**src/rtl/dand_bus_arbiter_if.sv**
```systemverilog
// dand_bus_arbiter_if -- command/response link between a requester and a responder.
//
// One instance carries a single cmd/rsp channel. The requester side uses the `master`
// modport and the responder side uses the `slave` modport. The arbiter takes two
// requester links on `slave` and drives the shared downstream link on `master`.
//
// Signals:
//   cmd_valid/cmd_ready  command handshake
//   cmd_write            1 = write, 0 = read
//   cmd_addr             byte address (ADDR_W)
//   cmd_wdata/cmd_wstrb  write data (DATA_W) and byte enables (DATA_W/8)
//   rsp_valid            one-cycle response pulse (no back-pressure)
//   rsp_rdata/rsp_error  read data and error flag
interface dand_bus_arbiter_if #(
   parameter int unsigned ADDR_W = 32,
   parameter int unsigned DATA_W = 32
);
   logic                  cmd_valid;
   logic                  cmd_ready;
   logic                  cmd_write;
   logic [ADDR_W-1:0]     cmd_addr;
   logic [DATA_W-1:0]     cmd_wdata;
   logic [DATA_W/8-1:0]   cmd_wstrb;
   logic                  rsp_valid;
   logic [DATA_W-1:0]     rsp_rdata;
   logic                  rsp_error;

   modport master (
      output cmd_valid, cmd_write, cmd_addr, cmd_wdata, cmd_wstrb,
      input  cmd_ready, rsp_valid, rsp_rdata, rsp_error
   );

   modport slave (
      input  cmd_valid, cmd_write, cmd_addr, cmd_wdata, cmd_wstrb,
      output cmd_ready, rsp_valid, rsp_rdata, rsp_error
   );
endinterface

```
**src/rtl/dand_bus_arbiter.sv**
```systemverilog
// dand_bus_arbiter -- two-requester round-robin arbiter onto one downstream cmd/rsp link.
//
// At most one transaction is outstanding. In idle a requester is granted (round-robin on
// contention, m0 wins the first contention after reset), its command is latched and
// presented downstream, and the downstream response is forwarded to the granted requester
// in the same cycle it arrives.
//
// Optional feature: define ARB_TIMEOUT_EN to abandon a response wait after TIMEOUT cycles
// with an error response (rdata = 0). Without it the response wait is unbounded.
//
// Ports:
//   io_axiClk        clock, all state on the rising edge
//   io_asyncResetn   asynchronous active-low reset
//   m0, m1           requester links (slave modport)
//   s                downstream link (master modport)
//   grant_id         index of the current/last granted requester
//   busy             high while a transaction is in flight
module dand_bus_arbiter #(
   parameter int unsigned ADDR_W  = 32,
   parameter int unsigned DATA_W  = 32,
   parameter int unsigned TIMEOUT = 255
) (
   input  logic               io_axiClk,
   input  logic               io_asyncResetn,
   dand_bus_arbiter_if.slave  m0,
   dand_bus_arbiter_if.slave  m1,
   dand_bus_arbiter_if.master s,
   output logic               grant_id,
   output logic               busy
);

   localparam int unsigned StrbW = DATA_W / 8;

   typedef enum logic [1:0] {StIdle, StCmd, StRsp} state_e;

   state_e              state_q;
   logic                rr_last_q;
   logic                grant_q;
   logic                s_write_q;
   logic [ADDR_W-1:0]   s_addr_q;
   logic [DATA_W-1:0]   s_wdata_q;
   logic [StrbW-1:0]    s_wstrb_q;

`ifdef ARB_TIMEOUT_EN
   localparam int unsigned CntW =
      ($clog2(TIMEOUT + 1) > 8) ? $clog2(TIMEOUT + 1) : 8;
   logic [CntW-1:0]     tmo_cnt_q;
`endif

   logic                idle;
   logic                any_req;
   logic                pick;
   logic                rsp_fire;
   logic                tmo_fire;
   logic                done;
   logic [DATA_W-1:0]   rdata_fwd;
   logic                error_fwd;

   assign idle    = (state_q == StIdle);
   assign any_req = m0.cmd_valid | m1.cmd_valid;
   // Contention goes to whoever was not served last; otherwise the lone requester wins.
   assign pick    = (m0.cmd_valid & m1.cmd_valid) ? ~rr_last_q : m1.cmd_valid;

   // A response can complete either straight out of CMD (same cycle as cmd_ready) or in RSP.
   assign rsp_fire = s.rsp_valid &
                     (((state_q == StCmd) & s.cmd_ready) | (state_q == StRsp));

`ifdef ARB_TIMEOUT_EN
   assign tmo_fire = (state_q == StRsp) & ~s.rsp_valid &
                     (tmo_cnt_q == CntW'(TIMEOUT - 1));
`else
   assign tmo_fire = 1'b0;
`endif

   assign done      = rsp_fire | tmo_fire;
   assign rdata_fwd = rsp_fire ? s.rsp_rdata : '0;
   assign error_fwd = rsp_fire ? s.rsp_error : tmo_fire;

   // Ready is combinational in the grant cycle; gated by reset so it is low while held.
   assign m0.cmd_ready = io_asyncResetn & idle & any_req & ~pick;
   assign m1.cmd_ready = io_asyncResetn & idle & any_req & pick;

   assign m0.rsp_valid = done & ~grant_q;
   assign m1.rsp_valid = done & grant_q;
   assign m0.rsp_rdata = m0.rsp_valid ? rdata_fwd : '0;
   assign m1.rsp_rdata = m1.rsp_valid ? rdata_fwd : '0;
   assign m0.rsp_error = m0.rsp_valid & error_fwd;
   assign m1.rsp_error = m1.rsp_valid & error_fwd;

   assign s.cmd_valid = (state_q == StCmd);
   assign s.cmd_write = s_write_q;
   assign s.cmd_addr  = s_addr_q;
   assign s.cmd_wdata = s_wdata_q;
   assign s.cmd_wstrb = s_wstrb_q;

   assign grant_id = grant_q;
   assign busy     = ~idle;

   always_ff @(posedge io_axiClk or negedge io_asyncResetn) begin
      if (!io_asyncResetn) begin
         state_q   <= StIdle;
         rr_last_q <= 1'b1;
         grant_q   <= 1'b0;
         s_write_q <= 1'b0;
         s_addr_q  <= '0;
         s_wdata_q <= '0;
         s_wstrb_q <= '0;
`ifdef ARB_TIMEOUT_EN
         tmo_cnt_q <= '0;
`endif
      end else begin
         unique case (state_q)
            StIdle: begin
               if (any_req) begin
                  state_q   <= StCmd;
                  grant_q   <= pick;
                  s_write_q <= pick ? m1.cmd_write : m0.cmd_write;
                  s_addr_q  <= pick ? m1.cmd_addr  : m0.cmd_addr;
                  s_wdata_q <= pick ? m1.cmd_wdata : m0.cmd_wdata;
                  s_wstrb_q <= pick ? m1.cmd_wstrb : m0.cmd_wstrb;
               end
            end
            StCmd: begin
               if (s.cmd_ready) begin
                  if (s.rsp_valid) begin
                     state_q   <= StIdle;
                     rr_last_q <= grant_q;
                  end else begin
                     state_q   <= StRsp;
`ifdef ARB_TIMEOUT_EN
                     tmo_cnt_q <= '0;
`endif
                  end
               end
            end
            StRsp: begin
               if (done) begin
                  state_q   <= StIdle;
                  rr_last_q <= grant_q;
               end
`ifdef ARB_TIMEOUT_EN
               else begin
                  tmo_cnt_q <= tmo_cnt_q + 1'b1;
               end
`endif
            end
            default: state_q <= StIdle;
         endcase
      end
   end

endmodule

```
**src/flat_wrapper.sv**
```systemverilog
// flat-port wrapper written by rule: the top's interface ports become plain ports
module dand_bus_arbiter_flat 
#(
   parameter int unsigned ADDR_W  = 32,
   parameter int unsigned DATA_W  = 32,
   parameter int unsigned TIMEOUT = 255
)
  (io_axiClk, io_asyncResetn, grant_id, busy, m0_cmd_valid, m0_cmd_write, m0_cmd_addr, m0_cmd_wdata, m0_cmd_wstrb, m0_cmd_ready, m0_rsp_valid, m0_rsp_rdata, m0_rsp_error, m1_cmd_valid, m1_cmd_write, m1_cmd_addr, m1_cmd_wdata, m1_cmd_wstrb, m1_cmd_ready, m1_rsp_valid, m1_rsp_rdata, m1_rsp_error, s_cmd_valid, s_cmd_write, s_cmd_addr, s_cmd_wdata, s_cmd_wstrb, s_cmd_ready, s_rsp_valid, s_rsp_rdata, s_rsp_error);
  dand_bus_arbiter_if #(.ADDR_W(ADDR_W), .DATA_W(DATA_W)) m0_i ();
  dand_bus_arbiter_if #(.ADDR_W(ADDR_W), .DATA_W(DATA_W)) m1_i ();
  dand_bus_arbiter_if #(.ADDR_W(ADDR_W), .DATA_W(DATA_W)) s_i ();
  input  logic io_axiClk;
  input  logic io_asyncResetn;
  output logic grant_id;
  output logic busy;
  input wire logic [$bits(m0_i.cmd_valid)-1:0] m0_cmd_valid;
  input wire logic [$bits(m0_i.cmd_write)-1:0] m0_cmd_write;
  input wire logic [$bits(m0_i.cmd_addr)-1:0] m0_cmd_addr;
  input wire logic [$bits(m0_i.cmd_wdata)-1:0] m0_cmd_wdata;
  input wire logic [$bits(m0_i.cmd_wstrb)-1:0] m0_cmd_wstrb;
  output wire logic [$bits(m0_i.cmd_ready)-1:0] m0_cmd_ready;
  output wire logic [$bits(m0_i.rsp_valid)-1:0] m0_rsp_valid;
  output wire logic [$bits(m0_i.rsp_rdata)-1:0] m0_rsp_rdata;
  output wire logic [$bits(m0_i.rsp_error)-1:0] m0_rsp_error;
  input wire logic [$bits(m1_i.cmd_valid)-1:0] m1_cmd_valid;
  input wire logic [$bits(m1_i.cmd_write)-1:0] m1_cmd_write;
  input wire logic [$bits(m1_i.cmd_addr)-1:0] m1_cmd_addr;
  input wire logic [$bits(m1_i.cmd_wdata)-1:0] m1_cmd_wdata;
  input wire logic [$bits(m1_i.cmd_wstrb)-1:0] m1_cmd_wstrb;
  output wire logic [$bits(m1_i.cmd_ready)-1:0] m1_cmd_ready;
  output wire logic [$bits(m1_i.rsp_valid)-1:0] m1_rsp_valid;
  output wire logic [$bits(m1_i.rsp_rdata)-1:0] m1_rsp_rdata;
  output wire logic [$bits(m1_i.rsp_error)-1:0] m1_rsp_error;
  output wire logic [$bits(s_i.cmd_valid)-1:0] s_cmd_valid;
  output wire logic [$bits(s_i.cmd_write)-1:0] s_cmd_write;
  output wire logic [$bits(s_i.cmd_addr)-1:0] s_cmd_addr;
  output wire logic [$bits(s_i.cmd_wdata)-1:0] s_cmd_wdata;
  output wire logic [$bits(s_i.cmd_wstrb)-1:0] s_cmd_wstrb;
  input wire logic [$bits(s_i.cmd_ready)-1:0] s_cmd_ready;
  input wire logic [$bits(s_i.rsp_valid)-1:0] s_rsp_valid;
  input wire logic [$bits(s_i.rsp_rdata)-1:0] s_rsp_rdata;
  input wire logic [$bits(s_i.rsp_error)-1:0] s_rsp_error;
  assign m0_i.cmd_valid = m0_cmd_valid;
  assign m0_i.cmd_write = m0_cmd_write;
  assign m0_i.cmd_addr = m0_cmd_addr;
  assign m0_i.cmd_wdata = m0_cmd_wdata;
  assign m0_i.cmd_wstrb = m0_cmd_wstrb;
  assign m0_cmd_ready = m0_i.cmd_ready;
  assign m0_rsp_valid = m0_i.rsp_valid;
  assign m0_rsp_rdata = m0_i.rsp_rdata;
  assign m0_rsp_error = m0_i.rsp_error;
  assign m1_i.cmd_valid = m1_cmd_valid;
  assign m1_i.cmd_write = m1_cmd_write;
  assign m1_i.cmd_addr = m1_cmd_addr;
  assign m1_i.cmd_wdata = m1_cmd_wdata;
  assign m1_i.cmd_wstrb = m1_cmd_wstrb;
  assign m1_cmd_ready = m1_i.cmd_ready;
  assign m1_rsp_valid = m1_i.rsp_valid;
  assign m1_rsp_rdata = m1_i.rsp_rdata;
  assign m1_rsp_error = m1_i.rsp_error;
  assign s_cmd_valid = s_i.cmd_valid;
  assign s_cmd_write = s_i.cmd_write;
  assign s_cmd_addr = s_i.cmd_addr;
  assign s_cmd_wdata = s_i.cmd_wdata;
  assign s_cmd_wstrb = s_i.cmd_wstrb;
  assign s_i.cmd_ready = s_cmd_ready;
  assign s_i.rsp_valid = s_rsp_valid;
  assign s_i.rsp_rdata = s_rsp_rdata;
  assign s_i.rsp_error = s_rsp_error;
  dand_bus_arbiter #(.ADDR_W(ADDR_W), .DATA_W(DATA_W), .TIMEOUT(TIMEOUT)) u_core (.io_axiClk(io_axiClk), .io_asyncResetn(io_asyncResetn), .m0(m0_i), .m1(m1_i), .s(s_i), .grant_id(grant_id), .busy(busy));
endmodule
```
**config.mk**
```make
export PLATFORM = sky130hd
export DESIGN_NAME = dand_bus_arbiter_flat
export DESIGN_NICKNAME = d
export VERILOG_FILES = /design/src/rtl/dand_bus_arbiter_if.sv /design/src/rtl/dand_bus_arbiter.sv /design/src/flat_wrapper.sv
export SDC_FILE = /design/constraint.sdc
export NUM_CORES = 1
export LEC_CHECK = 0
export BUFFER_PORTS_ARGS = -buffer_cell sky130_fd_sc_hd__clkbuf_2
export CORE_MARGIN = 5
export CORE_UTILIZATION = 30
export DETAILED_ROUTE_END_ITERATION = 7
export SLEW_MARGIN = 20
export SYNTH_ARGS = -nofsm -noshare
export SYNTH_HDL_FRONTEND = slang
export SYNTH_SLANG_ARGS = --single-unit
export TNS_END_PERCENT = 50
```
**constraint.sdc**
```tcl
create_clock -name io_axiClk -period 1.7 [get_ports io_axiClk]
set_input_delay 0.17 -clock io_axiClk [delete_from_list [all_inputs] [get_ports io_axiClk]]
set_output_delay 0.17 -clock io_axiClk [all_outputs]
set_load 0.05 [all_outputs]
```
==> implementation parameters <==
Parameter                              Value

Status
  Outcome ... complete, but fails checks
  Violated checks ... negative setup slack

Timing
  Final Max Slew Viols ... 0
  Maximum clock frequency ... a little over 500 MHz
  Pin slew with the least headroom to its limit ... approximately 500 ps
  Worst setup slack after layout ... -253 ps
  Part of the cycle the worst path needs ... 1.15
  Setup-failing EPs final ... 70
  Worst slew margin ... 0.666
  Unrepaired setup endpoints after global routing ... yes
  Minimum period implied by the final worst setup slack ... just under 2000 ps
  Final-report hold violation count ... 0
  Clk_skew ... roughly 10 ps

CTS
  TritonCTS clock tree ... yes
  CTS Buffer Depth ... 2
  Clock transition time at the flip-flop clock pins of the worst setup and hold paths ... ~60 ps
  Number of sinks driven by the clock tree ... between 70 and 80
  Number of buffers inserted during clock tree synthesis ... 9
  Clock latency reported for the late side of the worst-skew pair ... roughly 330 ps
  Number of H-tree levels ... 3
  Clock root buffer ... clkbuf_16

Hold path
  Hold-critical path depth ... 3
  Hold/Removal Path Class ... in -> reg
  Startpoint of the lowest-slack hold path ... m0_cmd_addr[25]
  Endpoint of the worst hold-timing path ... u_core.s.cmd_addr[25]$_DFFE_PN0P_

Critical path
  Required arrival time at the worst endpoint ... 1530 ps
  Reg-to-reg endpoint ... u_core.s.cmd_wdata[4]$_DFFE_PN0P_
  Startpoint of the most critical register-to-register path ... u_core.state_q[1]$_DFFE_PN0P_
  Endpoint type of the worst setup path ... output pin
  Kind of launch point of the worst setup path ... flip-flop
  CP Max Fanout ... 34
  Worst-case reg-to-reg path depth ... 7
  Setup slack of the worst register-to-register path ... 30 ps
  Arrival time reported for the critical path endpoint ... 1780 ps
  Classification of the worst setup path ... reg -> out

Logic synthesis
  Average instance area after synthesis ... just under 10 um^2
  Total of flip-flops plus latches after synthesis ... 73
  Library cell occupying the most area in the post-synthesis netlist ... dfrtp_1
  Leading register cell type out of synthesis ... dfrtp_1
  Most used standard cells in the synthesized netlist ... 72 x dfrtp_1, 71 x nand2_1, 69 x a211oi_1, 69 x a2bb2oi_1, 66 x and2_1
  Main area contributors after synthesis ... dfrtp_1 45%, a2bb2oi_1 15%, a211oi_1 13%
  Number of synthesized flops with an enable pin ... 0
  Cell count after synthesis ... 413
  Synth unique cells ... 27
  Count of synthesis-stage warnings from yosys ... 0
  Nets in the synthesized netlist ... 590
  Share of the synthesized area in the top cell type ... 0.452
  Async set-or-reset flop fraction in the synthesized netlist ... 1.00
  Top-count cell post-synth ... dfrtp_1
  Seq/Total Area, Yosys ... 0.459
  Synthesized area ... roughly 0.004 mm^2

Cells and area
  Net count, final ... roughly 900
  Fin util ... 0.558
  Layout Cell Area excl Fill ... ~0.0073 mm^2
  Area growth from synthesis to final layout ... 84.1%
  Share of cells above drive strength 1 ... 0.588
  Filler cells ... between 1000 and 1500

Pwr
  Static Leakage ... around 3.5 nW
  IR Drop Worst-Case VDD ... 1.36 mV
  Overall power consumption ... about 14 mW
  Cell Pwr Density ... just under 2000 mW/mm^2

GRT
  First-pass GRT wire length ... 27300 um
  Overall fraction of global-route tracks in use ... 0.215
  Layer with the highest usage after global routing ... met2
  Global routing usage on met2 ... 0.395
  Grt met1 use ... 0.246
  Overall overflow remaining after global route ... 0
  Number of antenna violations at the first check in global routing ... 1
  Met3 GRT Util ... 0.0576
  Maximum number of pins on one net before global-route repair ... 74
  Number of global-route vias before repair ... just under 5000

Drt
  Routed wirelength normalized by instance count ... just under 20 um
  Remaining routing DRC violations ... 0
  Routed via count ... 4548
  Final Routed Wirelength ... between 15000 and 20000 um
  Drt first pass iters ... 4
  Iteration-0 DRC Markers ... approximately 170
  Post-detailed-route via-to-cell ratio ... 5.04
  Antenna violation net count after detailed routing ... 0

Placement
  Count of port buffers added during placement ... about 320
  Cell area after placement ... 0.00636 mm^2
  Post-detailed-placement half-perimeter wirelength ... around 13000 um
  RePlAce Congestion ... 0.889
  Pre-CTS worst setup slack ... -49.5 ps

Floorplan
  Overall die area ... about 0.016 mm^2
  Die X ... 125 um
  Die span in y ... between 100 and 150 um
  Core area ... between 0.01 and 0.015 mm^2
  Starting density of the core ... 0.303
  I/O pin count ... about 320
  Placement row count ... between 40 and 50

Run
  Max capacitance violation total ... 0
flip-flops by register name (all words and copies together) (netlist names):
register            count
u_core.s.cmd_write      1
u_core.s.cmd_wdata     32
u_core.rr_last_q        1
u_core.state_q          2
u_core.grant_id         1
u_core.s.cmd_wstrb      4
u_core.s.cmd_addr      32
power by group:
part | internal [mW] | switching [mW]
registers | 2.63 | 0.622
clock network | 1.22 | 0.700
logic | 3.13 | 5.94
total | 6.98 | 7.26
layout make-up:
class	instances	area, um^2	share of cell area
antenna	1	2.50	0.000341
clock buffer	12	256	0.0350
clock inverter	4	51.3	0.00700
inverter	1	3.75	0.000512
multi-input combinational	296	2180	0.297
sequential	73	1830	0.249
tap	176	220	0.0300
timing repair buffer	339	2790	0.381
through the flow:
step | setup TNS, ps | hold WS [ps] | instances
floorplan | 0 | -126 | 413
global placement | 0 | 297 | 878
detailed placement | -49.5 | 292 | 878
CTS | -12300 | 40.8 | 900
global route | -19420 | 44.5 | 902
finish | -13300 | 56.6 | 902
layout by cell type, fill, tap and decap left out, drive strengths merged, types with 2 or more instances in the layout:
master,n
and2,66
clkinv,2
a2bb2oi,69
and3,2
a211oi,69
a21oi,3
a21boi,2
dfrtp,72
clkbuf,260
nand2,71
buf,90
nor2,3
nand2b,2
how the worst max path moves through the flow:
stage	cells past startpoint	from	slack (ps)	endpoint
after floorplan	4	u_core.state_q[1]$_DFFE_PN0P_	20	m1_rsp_rdata[10]
after global placement	4	u_core.state_q[1]$_DFFE_PN0P_	10	u_core.s.cmd_wdata[9]$_DFFE_PN0P_
after detailed placement	4	u_core.state_q[1]$_DFFE_PN0P_	-50	u_core.s.cmd_wdata[16]$_DFFE_PN0P_
after CTS	5	u_core.state_q[1]$_DFFE_PN0P_	-200	m0_rsp_rdata[31]
after global routing	5	u_core.state_q[1]$_DFFE_PN0P_	-330	m0_rsp_error
final	5	u_core.state_q[1]$_DFFE_PN0P_	-250	m0_rsp_error
timing repair:
item / in CTS / in global routing
setup buffers: 4 / 1
resized for setup: 91 / 62
hold buffers: 1 / 0
cloned: 1 / 0
hold endpoints to repair: 72 / 0
pin swaps: 4 / 3
setup endpoints to repair: 72 / 112
critical path, cell delays in order (launching register included):
cell      delay (ps)
dfrtp_1          420
nand3b_1         250
a21oi_2          210
buf_12           190
and2_1           220
buf_8            170
kinds of logic (layout without fill, tap and decap cells):
logic type	count (synthesis)	count (layout)	share of synthesized area
simple gates	148	148	0.192
compound gates	147	147	0.300
flops	73	73	0.459
buf+inv	44	356	0.0459
mux	1	1	0.00283
other cells	0	1	0
routing by layer:
| metal | vias up | part of all wire |
|---|---|---|
| li1 | 2115 | - |
| met5 | - | 0 |
| met1 | 2207 | 0.39 |
| met4 | 0 | 0.020 |
| met2 | 204 | 0.53 |
| met3 | 22 | 0.062 |
No activity file was read; power rests on OpenSTA's default activity.
